==> src/rtl/seven_segment.sv <==
// Time-multiplexed common-anode seven-segment driver: scans one digit per
// INTERVAL cycles and decodes its hex nibble to active-low cathodes with DP.
module seven_segment #(
  parameter int NUM_SEGMENTS = 8,
  parameter int CLK_PER      = 10,
  parameter int REFR_RATE    = 1000
) (
  input  logic                             clk,
  input  logic                             reset,
  input  logic [NUM_SEGMENTS-1:0][3:0]     encoded,
  input  logic [NUM_SEGMENTS-1:0]          digit_point,
  output logic [NUM_SEGMENTS-1:0]          anode,
  output logic [7:0]                       cathode
);

  localparam int INTERVAL_RAW = 1_000_000_000 / (CLK_PER * REFR_RATE);
  localparam int INTERVAL     = (INTERVAL_RAW < 1) ? 1 : INTERVAL_RAW;
  localparam int CNT_W        = $clog2(INTERVAL + 1);
  localparam int IDX_W        = (NUM_SEGMENTS > 1) ? $clog2(NUM_SEGMENTS) : 1;

  logic [CNT_W-1:0]        cnt_q, cnt_d;
  logic [IDX_W-1:0]        idx_q, idx_d;
  logic [NUM_SEGMENTS-1:0] anode_q, anode_d;
  logic [7:0]              cathode_q, cathode_d;

  function automatic logic [6:0] seg7(input logic [3:0] nib);
    logic [6:0] s;
    case (nib)
      4'h0: s = 7'h40;
      4'h1: s = 7'h79;
      4'h2: s = 7'h24;
      4'h3: s = 7'h30;
      4'h4: s = 7'h19;
      4'h5: s = 7'h12;
      4'h6: s = 7'h02;
      4'h7: s = 7'h78;
      4'h8: s = 7'h00;
      4'h9: s = 7'h10;
      4'hA: s = 7'h08;
      4'hB: s = 7'h03;
      4'hC: s = 7'h46;
      4'hD: s = 7'h21;
      4'hE: s = 7'h06;
      4'hF: s = 7'h0E;
      default: s = 7'h7F;
    endcase
    return s;
  endfunction

  always_comb begin
    cnt_d = cnt_q + CNT_W'(1);
    idx_d = idx_q;
    if (cnt_q == CNT_W'(INTERVAL - 1)) begin
      cnt_d = '0;
      if (idx_q == IDX_W'(NUM_SEGMENTS - 1)) idx_d = '0;
      else                                   idx_d = idx_q + IDX_W'(1);
    end
    // Outputs come from the current index so anode and cathode always agree.
    anode_d = '1;
    for (int i = 0; i < NUM_SEGMENTS; i++) begin
      anode_d[i] = (idx_q != IDX_W'(i));
    end
    cathode_d = {digit_point[idx_q], seg7(encoded[idx_q])};
  end

  always_ff @(posedge clk or posedge reset) begin
    if (reset) begin
      cnt_q     <= '0;
      idx_q     <= '0;
      anode_q   <= '1;
      cathode_q <= 8'hFF;
    end else begin
      cnt_q     <= cnt_d;
      idx_q     <= idx_d;
      anode_q   <= anode_d;
      cathode_q <= cathode_d;
    end
  end

  assign anode   = anode_q;
  assign cathode = cathode_q;

endmodule

==> config.mk <==
export PLATFORM = sky130hd
export DESIGN_NAME = seven_segment
export DESIGN_NICKNAME = d
export VERILOG_FILES = /design/src/rtl/seven_segment.sv
export SDC_FILE = /design/constraint.sdc
export NUM_CORES = 1
export LEC_CHECK = 0
export CORE_MARGIN = 10
export CORE_UTILIZATION = 48
export DETAILED_ROUTE_END_ITERATION = 7
export PLACE_DENSITY = 0.8
export SYNTH_ARGS = -nofsm -noshare
export SYNTH_HDL_FRONTEND = slang
export SYNTH_SLANG_ARGS = --single-unit
==> constraint.sdc <==
create_clock -name clk -period 2.9 [get_ports clk]
set_input_delay 0.58 -clock clk [delete_from_list [all_inputs] [get_ports clk]]
set_output_delay 0.58 -clock clk [all_outputs]
set_load 0.01 [all_outputs]
==> impl_metrics.json, run 1 <==
{
  "status": "finished clean",
  "fp.dieH_um": 85.7,
  "synth_ff_type": "dfrtp_1",
  "cp-start-kind": "flop",
  "busiest_layer": "met2",
  "power_density_nw_per_um2": 388,
  "cts_tree": "done",
  "cp.arrival_ps": 2750,
  "max-slew-margin-rel_pct": 54.0,
  "root_buffer": "clkbuf_8",
  "final_nets": 289,
  "grt_max_degree": 30,
  "p_leak_nw": 1.21,
  "htree_levels": 2,
  "critPathRequiredTime_ps": 3120,
  "grtUsageMet1_pct": 12.5,
  "max_slew.worst_pin.slew_ps": 685,
  "setup_viol": 0,
  "ctsResizeCount": 0,
  "clock_latency_ps": 290,
  "clk_pin_slew_ps": 70,
  "grt_pass1_wl_um": 7720,
  "netlist_area_um2": 2070,
  "rows": 23,
  "n_antenna_cell": 0,
  "setup_tns_ps": 0,
  "reg2reg_slack_ps": 380,
  "synth_commonest_cells": "dfrtp_1 (20), dfstp_2 (16), nand2_1 (16)",
  "slew_viol_final": 0,
  "core-area_um2": 4090,
  "antenna_found_initial": 0,
  "post_cts_buffers": 0,
  "crit_path_max_fanout": 12,
  "p_total_mw": 1.10,
  "synth.area.top_cells": "dfrtp_1 (24%), dfstp_2 (20%), mux4_1 (11%)",
  "period_share_pct": 86.9,
  "cp-end-kind": "flop",
  "grt_pass1_vias": 1705,
  "ys_ff_latch": 36,
  "rsz0062_at_grt": "false",
  "use_met2_pct": 22.1,
  "synth_edf_count": 0,
  "cp_slowest_stage_delay_ps": 680,
  "wirelength_um": 4470,
  "grt.total_usage_pct": 13.0,
  "place.gp.congestion": 0.803,
  "syn_inst": 169,
  "fmax_ghz": 0.397,
  "vias_per_cell": 5.39,
  "die_w_um": 85.7,
  "drtAntennaViolNets": 0,
  "finClkSkew_ps": 4.62,
  "first_pass_iters": 4,
  "cts.sinks": 36,
  "drc": 0,
  "syn-num-nets": 224,
  "yosysWarnings": 0,
  "cp_cell_sequence": "mux4_1 -> mux2i_1 -> inv_1 -> ha_1 -> inv_1 -> mux2i_1 -> a22o_2",
  "ir_drop_mv": 0.236,
  "stdcell_area_um2": 2830,
  "drv_cap": 0,
  "worstSetupPathType": "reg -> reg",
  "cts_buffers": 5,
  "wl_per_cell_um": 15.7,
  "ys_seq_area_share_pct": 44.4,
  "drive_above_1_share_pct": 17.0,
  "placed_area_um2": 2720,
  "cts_hold_buf": 0,
  "ios": 58,
  "synthArstFlopShare_pct": 100,
  "grt_use_met3_pct": 7.00,
  "vias": 1537,
  "ys_types": 37,
  "syn_area_per_cell_um2": 12.3,
  "synth_most_common_cell": "dfrtp_1",
  "hpwl_um": 3580,
  "hold_viol_final": 0,
  "ctsLongestPathBuffers": 2,
  "area_growth_pct": 36.4,
  "yosys.area.top_type_share_pct": 24.1,
  "start_util_pct": 50.7,
  "hold_class": "reg -> reg",
  "numPortBuffers": 57,
  "overflow": 0,
  "cp_slowest_cell": "dfrtp_1",
  "drt_iter0_drc": 51,
  "finalCriticalPeriod_ps": 2520,
  "synth_top_area_cell": "dfrtp_1",
  "die_area_um2": 7350
}
cells in the final DEF, fill, tap and decap left out, types with 2 or more instances in the layout:
| cell type | n |
|---|---|
| clkbuf_8 | 5 |
| or4_1 | 2 |
| buf_4 | 6 |
| dfstp_2 | 16 |
| or3_1 | 3 |
| nor2_1 | 10 |
| nand4_1 | 2 |
| and4_1 | 2 |
| dfrtp_1 | 20 |
| a21oi_1 | 2 |
| mux4_1 | 9 |
| clkdlybuf4s50_1 | 57 |
| xnor2_1 | 9 |
| inv_1 | 10 |
| o31ai_1 | 2 |
| ha_1 | 13 |
| mux2i_1 | 9 |
| nand2_1 | 16 |
| nand3_1 | 9 |
| and3_1 | 5 |
| xor2_1 | 5 |
| mux2_2 | 4 |
| mux2i_4 | 2 |
| o21ai_0 | 3 |
metrics by stage:
stage	std cells	worst slack, ps	hold slack (ps)	utilization, %
after floorplan	169	607	447	-
final	285	379	485	69.2
after CTS	285	317	486	69.2
after global routing	285	213	507	69.2
after global placement	277	308	469	66.5
after detailed placement	277	200	474	66.5
sequential cells by signal, indices dropped and copies added, names as in the netlist:
register / cells
idx_q: 3
anode: 8
cathode: 8
cnt_q: 17
worst max-delay path, delay by kind of cell (launching register included):
kind                       cells  cell delay, ps
muxes                          3             990
DFF                            1             680
adders and majority gates      1             270
AOI/OAI and AO/OA              1             270
buffers and inverters          2             230
area by class of cell:
cell class	instances	area [µm²]
sequential	36	921
fill	299	1260
inverter	11	41.3
tap	50	62.6
clock inverter	3	42.5
multi-input combinational	117	1080
timing repair buffer	63	616
clock buffer	5	68.8
power by group:
| group | leakage, nW | internal (mW) | switching, mW | total [mW] |
|---|---|---|---|---|
| clock | 0.0541 | 0.254 | 0.181 | 0.435 |
| combinational | 0.722 | 0.0916 | 0.0497 | 0.141 |
| sequential | 0.433 | 0.518 | 0.00227 | 0.520 |
cell families after synthesis:
logic type	Yosys count	synth area share, %
AO/OA/AOI/OAI	10	3.26
buffers and inverters	16	3.98
XOR/XNOR	14	5.91
flip-flops	36	44.4
adder cells (fa/ha/maj)	13	7.85
multiplexers	25	21.2
AND/OR/NAND/NOR	55	13.4
final timing paths:
kind,cells after the start,start,to
max,7,idx_q[0],cathode[5]
min,1,cnt_q[0],cnt_q[0]
max reg2reg,7,idx_q[0],cathode[5]
min reg2reg,1,cnt_q[0],cnt_q[0]
max in group asynchronous,3,reset,anode[2]
min in group asynchronous,2,reset,cathode[0]
layer usage:
metal	wire length (µm)	vias up	part of all wire (%)
met5	0	-	0
met4	102	0	2.3
met3	455	10	10
met2	2240	48	50
met1	1670	747	37
li1	-	732	-
Power figures use the tool's default switching activity.
==> run 2, diff against run 1 <==
- HOLD_SLACK_MARGIN: unset -> 0.15
- SKIP_CTS_REPAIR_TIMING: unset -> 1
==> results of run 2 <==
Same layout as run 1: the final DEF is identical, and so are final timing and power.
